<file path="config.mk">
export PLATFORM = sky130hd
export DESIGN_NAME = logic_result_streamer
export DESIGN_NICKNAME = d
export VERILOG_FILES = /design/src/rtl/logic_pkg.sv /design/src/rtl/logic_result_streamer.sv
export SDC_FILE = /design/constraint.sdc
export NUM_CORES = 1
export LEC_CHECK = 0
export BUFFER_PORTS_ARGS = -buffer_cell sky130_fd_sc_hd__buf_2
export CAP_MARGIN = 0
export CELL_PAD_IN_SITES_DETAIL_PLACEMENT = 1
export CELL_PAD_IN_SITES_GLOBAL_PLACEMENT = 1
export CORE_MARGIN = 1
export CORE_UTILIZATION = 35
export CTS_CLUSTER_DIAMETER = 150
export DETAILED_ROUTE_END_ITERATION = 16
export GPL_TIMING_DRIVEN = 0
export HOLD_SLACK_MARGIN = 0.1
export MAX_ROUTING_LAYER = met4
export PLACE_DENSITY = 0.79
export SLEW_MARGIN = 20
export SYNTH_ARGS = -nofsm -noshare
export SYNTH_HDL_FRONTEND = slang
export SYNTH_SLANG_ARGS = --single-unit
</file>
<file path="constraint.sdc">
create_clock -name clk -period 2.3 [get_ports clk]
set_input_delay 0.46 -clock clk [delete_from_list [all_inputs] [get_ports clk]]
set_output_delay 0.46 -clock clk [all_outputs]
set_load 0.02 [all_outputs]
</file>
<file path="src/rtl/logic_pkg.sv">
// Shared definitions for the Logic stage and its neighbours: sweep FSM state
// encodings and width helpers for address and entry fields.
package logic_pkg;

    localparam logic [1:0] ST_IDLE   = 2'd0;
    localparam logic [1:0] ST_ADDR   = 2'd1;
    localparam logic [1:0] ST_STREAM = 2'd2;
    localparam logic [1:0] ST_DONE   = 2'd3;

    // A one-value range still needs a one-bit field, so never return zero.
    function automatic int addr_width(input int size);
        return (size > 1) ? $clog2(size) : 1;
    endfunction

    function automatic int entry_width(input int k);
        return (k > 1) ? $clog2(k) : 1;
    endfunction

endpackage

</file>
<file path="src/rtl/logic_result_streamer.sv">
// Sweeps a run of addresses into the Logic stage, snapshots each final_result
// vector and streams its entries out one beat at a time over valid/ready.
module logic_result_streamer
    import logic_pkg::*;
#(
    parameter int SIZE = 16,
    parameter int K    = 8,
    localparam int AW  = addr_width(SIZE),
    localparam int IW  = entry_width(K)
) (
    input  logic               clk,
    input  logic               rst,
    input  logic               start,
    input  logic [AW-1:0]      start_addr,
    input  logic [AW:0]        addr_count,
    output logic               busy,
    output logic               done,
    output logic [AW-1:0]      logic_addr,
    input  logic [SIZE*IW-1:0] logic_result,
    output logic               out_valid,
    input  logic               out_ready,
    output logic [AW-1:0]      out_addr,
    output logic [AW-1:0]      out_idx,
    output logic [IW-1:0]      out_data,
    output logic               out_last
);

    localparam logic [AW-1:0] LAST_IDX = AW'(SIZE - 1);
    localparam logic [AW:0]   SIZE_CNT = (AW + 1)'(SIZE);
    localparam logic [AW:0]   ONE_CNT  = (AW + 1)'(1);

    logic [1:0]         state;
    logic [AW-1:0]      cur_addr;
    logic [AW-1:0]      idx;
    logic [AW:0]        remaining;
    logic [SIZE*IW-1:0] shadow;

    logic [AW:0]        clamped_count;
    logic [AW-1:0]      next_addr;
    logic               handshake;
    logic               last_entry;

    assign clamped_count = (addr_count > SIZE_CNT) ? SIZE_CNT : addr_count;
    // Explicit wrap so non-power-of-two SIZE still cycles within 0..SIZE-1.
    assign next_addr     = (cur_addr == LAST_IDX) ? '0 : cur_addr + 1'b1;
    assign handshake     = out_valid && out_ready;
    assign last_entry    = (idx == LAST_IDX);

    always_ff @(posedge clk) begin
        if (rst) begin
            state      <= ST_IDLE;
            cur_addr   <= '0;
            idx        <= '0;
            remaining  <= '0;
            shadow     <= '0;
            logic_addr <= '0;
            out_addr   <= '0;
        end else begin
            case (state)
                ST_IDLE: begin
                    if (start) begin
                        cur_addr  <= start_addr;
                        remaining <= clamped_count;
                        if (clamped_count == '0) begin
                            state <= ST_DONE;
                        end else begin
                            logic_addr <= start_addr;
                            state      <= ST_ADDR;
                        end
                    end
                end
                // logic_addr has been stable for the whole cycle, so the result is settled here.
                ST_ADDR: begin
                    shadow   <= logic_result;
                    out_addr <= cur_addr;
                    idx      <= '0;
                    state    <= ST_STREAM;
                end
                ST_STREAM: begin
                    if (handshake) begin
                        if (!last_entry) begin
                            idx <= idx + 1'b1;
                        end else begin
                            remaining <= remaining - 1'b1;
                            cur_addr  <= next_addr;
                            if (remaining == ONE_CNT) begin
                                state <= ST_DONE;
                            end else begin
                                logic_addr <= next_addr;
                                state      <= ST_ADDR;
                            end
                        end
                    end
                end
                ST_DONE: begin
                    state <= ST_IDLE;
                end
                default: begin
                    state <= ST_IDLE;
                end
            endcase
        end
    end

    assign busy      = (state != ST_IDLE);
    assign done      = (state == ST_DONE);
    assign out_valid = (state == ST_STREAM);
    assign out_idx   = idx;
    assign out_data  = shadow[int'(idx) * IW +: IW];
    assign out_last  = out_valid && last_entry && (remaining == ONE_CNT);

endmodule

</file>
After elaboration in Yosys (flattened, before gate mapping)
Index checks and enable logic that the tools add are counted.
{ "word_totals": {"reg_bits": 71, "inputBits": 61, "output_inout_bits": 19, "elab_cells": 62} }
{ "classes": {"addsub": 3, "mul": 1, "magnitude_cmp": 1, "eq_ne": 12, "shift": 1, "n_mux": 25, "n_reduce_logical": 12} }
{ "ops": {"columns": ["op", "count"], "rows": [
  ["48-bit by 7-bit variable part select with 3-bit output", 1],
  ["4-bit two-way mux", 11],
  ["4-bit case mux with 2 select lines", 3],
  ["5-bit two-way mux", 4],
  ["2-bit two-way mux", 5],
  ["5-bit case mux with 2 select lines", 1],
  ["4-bit by 1-bit adder with 4-bit output (second input constant)", 2],
  ["4-bit equality test (second input constant)", 2],
  ["2-bit inequality test (second input constant)", 4],
  ["2-bit case mux with 4 select lines", 1],
  ["4-bit by 2-bit multiplier with 6-bit output (second input constant)", 1],
  ["3-bit AND reduction", 2],
  ["6-bit AND reduction", 1],
  ["2-bit nonzero test", 3],
  ["5-bit by 1-bit equality test with 1-bit output (second input constant)", 1],
  ["5-bit > comparator (second input constant)", 1],
  ["5-bit logical NOT", 1],
  ["5-bit by 1-bit subtractor with 5-bit output (second input constant)", 1],
  ["2-bit equality test (second input constant)", 2],
  ["2-bit by 1-bit inequality test with 1-bit output (second input constant)", 2],
  ["4-bit AND reduction", 1],
  ["1-bit logical AND", 3],
  ["2-bit by 1-bit equality test with 1-bit output (second input constant)", 1],
  ["2-bit logical NOT", 1]
]} }

Logic depth before layout (Yosys ltp)
{ "depth": {"depth_word": 6, "depth_mapped": 6, "depth_no_buf": 5} }

Worst setup path before layout
Ideal clock, no wire load.
{ "synth_path": {"path_type": "reg-to-output", "start": "register idx[0], in the netlist out_idx[0]", "end": "output port out_data[0]", "t_arrival_ns": 1.742, "required_time_ns": 1.840, "slack_ns": 0.098, "stages_incl_launch_ff": 6, "n_path_buf": 1, "cell_sequence": "dfxtp_1 buf_2 mux4_2 mux2_2 o22ai_1 nor2_1"} }
{ "synth_between": {"elab_chain_cells": 2} }
{ "synth_lines": {"columns": ["item", "line", "source"], "rows": [
  ["start: declaration", "logic_result_streamer.sv:34", "logic [AW-1:0] idx;"],
  ["start signal: assignment", "logic_result_streamer.sv:82", "idx <= idx + 1'b1;"],
  ["4-bit by 2-bit multiplier with 6-bit output", "logic_result_streamer.sv:109", "assign out_data = shadow[int'(idx) * IW +: IW];"],
  ["48-bit by 7-bit variable part select with 3-bit output", "logic_result_streamer.sv:109", null],
  ["end: declaration", "logic_result_streamer.sv:24", "output logic [IW-1:0] out_data,"]
]} }
Every way passes these cells.

Worst setup path in the final report
{ "layout_path": {"start": "register idx[0], in the netlist out_idx[0]", "end": "output port out_data[1]"} }
Same word-level chain as after synthesis.

==> results.json <==
{
  "crit_buf_inv": 2,
  "routabilityCongestion": 0.816,
  "clkPwrFrac_pct": 31.1,
  "power.leakage_nw": 1.60,
  "switching_power_w": 0.000934,
  "peakVddDrop_mv": 0.256,
  "grt_usage_pct": 21.2,
  "clk_latency_ns": 0.35,
  "cts_max_path_buffers": 2,
  "grt_busiest_layer": "met2",
  "syn2layout_area_growth_pct": 24.8,
  "use_met2_pct": 35.4,
  "synth_nets": 460,
  "placed_cell_area_um2": 3800,
  "avgViaCountPerCell": 5.25,
  "path_clk_slew_ns": 0.08,
  "antenna_cells": 0,
  "cp-start-kind": "register",
  "grt_use_met3_pct": 3.76,
  "timing.hold.ws_ns": 0.343,
  "skew_ns": 0.00938,
  "setup_violations": 3,
  "yosys_warnings": 0,
  "fp-row-count": 34,
  "route.vias.total": 3146,
  "netlist_area_um2": 3270,
  "yosysUniqueCellTypes": 41,
  "timing.rr.start": "out_idx[0]",
  "final-hold-violation-count": 0,
  "io_pins": 80,
  "cts_buffers": 9,
  "cts_tree": "built",
  "grt_pass1_vias": 3271,
  "drc": 0,
  "required_ns": 1.84,
  "start_util_pct": 36.8,
  "fmax_mhz": 398,
  "io_buffers": 78,
  "htreeDepth": 3,
  "path_class": "reg2out",
  "grt_overflow": 0,
  "path_delay_family": "multiplexers",
  "place_ws_ns": -0.237,
  "dieArea_um2": 9730,
  "finalSetupTns_ns": -0.561,
  "drive_gt1_share_pct": 28.1,
  "power_frac_comb_pct": 21.5,
  "post-dp-hpwl_mm": 7.06,
  "cpPeakStageDelay_ns": 0.53,
  "ys_ff_latch": 71,
  "crit_fanout": 8,
  "yosysTopAreaCell": "dfxtp_1",
  "nNetsFinal": 551,
  "swShare_pct": 31.7,
  "synthTopCellsByArea": "dfxtp_1 (43%), nand2_1 (13%), a21oi_1 (9.0%)",
  "fp.dieH_um": 98.7,
  "drt_iter0_drc": 155,
  "violations": "setup timing",
  "wirelength_mm": 9.53,
  "avgSynthCellArea_um2": 8.28,
  "slew_viol_final": 0,
  "slew_headroom_pct": 47.2,
  "power_density_nw_per_um2": 722,
  "synth_top_area_share_pct": 43.5,
  "maxCapViolCount": 0,
  "cp_slowest_cell": "mux4_2",
  "min_from": "logic_result[43]",
  "final_area_um2": 4080,
  "grt_first_pass_wirelength_mm": 15.6,
  "period_minus_slack_ns": 2.51,
  "layout_setup_ws_ns": -0.210,
  "cts_root_buffer": "clkbuf_8",
  "antenna_left": 0,
  "outcome": "finished, violations left",
  "grt_start_max_net_pins": 14,
  "yosysSeqAreaShare_pct": 43.5,
  "antenna_found_initial": 0,
  "worstHoldPathType": "in2reg",
  "p_int_w": 0.00201,
  "rrSetupSlack_ns": 0.20,
  "rsz0062_at_grt": "true",
  "die-width_um": 98.7,
  "pwr-share-seq_pct": 47.4,
  "core_region_area_um2": 8890,
  "first_pass_iters": 4,
  "worstPathArrival_ns": 2.05,
  "max_slew.worst_pin.slew_ns": 0.790,
  "path_cells": "buf_12, mux4_2, mux2_4, o22ai_4, nor2_2, buf_6",
  "met1_usage_pct": 26.0,
  "clkSinkCount": 71,
  "worstSetupStartpoint": "out_idx[0]",
  "routedWlPerCell_um": 15.9,
  "crit_path_end_kind": "output port",
  "synth_cells": 395,
  "fin_crit_sh_pct": 109
}
## state kept, by name (all words and copies together) (netlist names)
register / flops
cur_addr: 4
shadow: 48
out_addr: 4
logic_addr: 4
state: 2
out_idx: 4
remaining: 5
## tightest hold or removal path, stage by stage
cell and delay (ns):
buf_2 0.09, nand2_1 0.05, a21oi_1 0.05
## per-stage QoR
| step | cells | util, % | power, W |
|---|---|---|---|
| 3_5_place_dp | 581 | 42.7 | 0.00203 |
| 6_report | 599 | 45.9 | 0.00295 |
| 4_1_cts | 599 | 45.5 | 0.00296 |
| 2_1_floorplan | 395 | - | 0.00181 |
| 3_3_place_gp | 581 | 42.7 | 0.00200 |
| 5_1_grt | 599 | 45.9 | 0.00311 |
## layout make-up
class | count | area, µm²
Sequential cell | 71 | 1430
Clock buffer | 10 | 138
Inverter | 7 | 26.3
Tap cell | 108 | 135
Clock inverter | 6 | 43.8
Timing Repair Buffer | 80 | 417
Multi-Input combinational cell | 288 | 1720
Fill cell | 1120 | 4810
Buffer | 29 | 171
## final timing paths
check / end / cells after the start
setup / recovery: out_data[1] / 6
hold / removal: shadow[43] / 3
setup reg to reg: logic_addr[2] / 7
hold reg to reg: shadow[41] / 2
## per-layer routing
metal	wire [µm]	share of wire, %
met3	417	4.4
met2	4720	50
met1	4260	45
met4	129	1.4
met5	0	0
## power groups by stage
stage          Combinational, W  Sequential, W  Clock, W
2_1_floorplan          0.000390        0.00142         0
3_3_place_gp           0.000581        0.00142         0
3_5_place_dp           0.000604        0.00142         0
4_1_cts                0.000627        0.00140  0.000935
5_1_grt                0.000703        0.00141  0.000996
6_report               0.000634        0.00140  0.000915
## synthesized netlist by cell type (all sizes together)
master,instances
nand2,111
dfxtp,71
a21oi,60
clkbuf,21
nor2,21
mux2,10
o21ai,10
mux4,9
buf,8
inv,7
nor3,7
o22ai,6
and3,5
nand2b,5
nand3,5
a311oi,4
a31oi,4
ha,4
a211oi,3
nand4,3
xor2,3
and2,2
and4b,2
nand3b,2
nand4b,2
or3,2
a221o,1
a221oi,1
a311o,1
mux2i,1
nor2b,1
nor3b,1
o211ai,1
xnor2,1
## cell families after synthesis
| family | share of synthesized area (%) |
|---|---|
| flops | 43.5 |
| fa+ha+maj | 1.53 |
| simple gates | 23.2 |
| mux | 9.95 |
| buf+inv | 5.01 |
| compound gates | 15.8 |
| xor+xnor | 1.07 |
## cells in the final DEF, fill, tap and decap left out, types with 3 or more instances in the layout
cell / count
buf_2: 77
mux4_2: 9
clkbuf_8: 11
nand2b_1: 4
xor2_1: 3
nand3_1: 4
nor3_1: 6
and3_1: 4
a21oi_1: 59
clkbuf_1: 20
ha_1: 4
o21ai_0: 10
a211oi_1: 3
buf_4: 5
buf_6: 5
a31oi_1: 4
inv_1: 6
nand2_1: 111
nor2_1: 20
mux2_2: 7
o22ai_1: 3
nand4_1: 3
dfxtp_1: 68
a311oi_1: 4
## timing repair
| item | CTS | global route |
|---|---|---|
| gates resized for setup | 18 | 9 |
| endpoints found under the setup margin | 4 | 4 |
| setup buffers | 2 | 0 |
| hold buffers | 0 | 0 |
| pin swaps | 2 | 4 |
No activity file was read; power rests on OpenSTA's default activity.
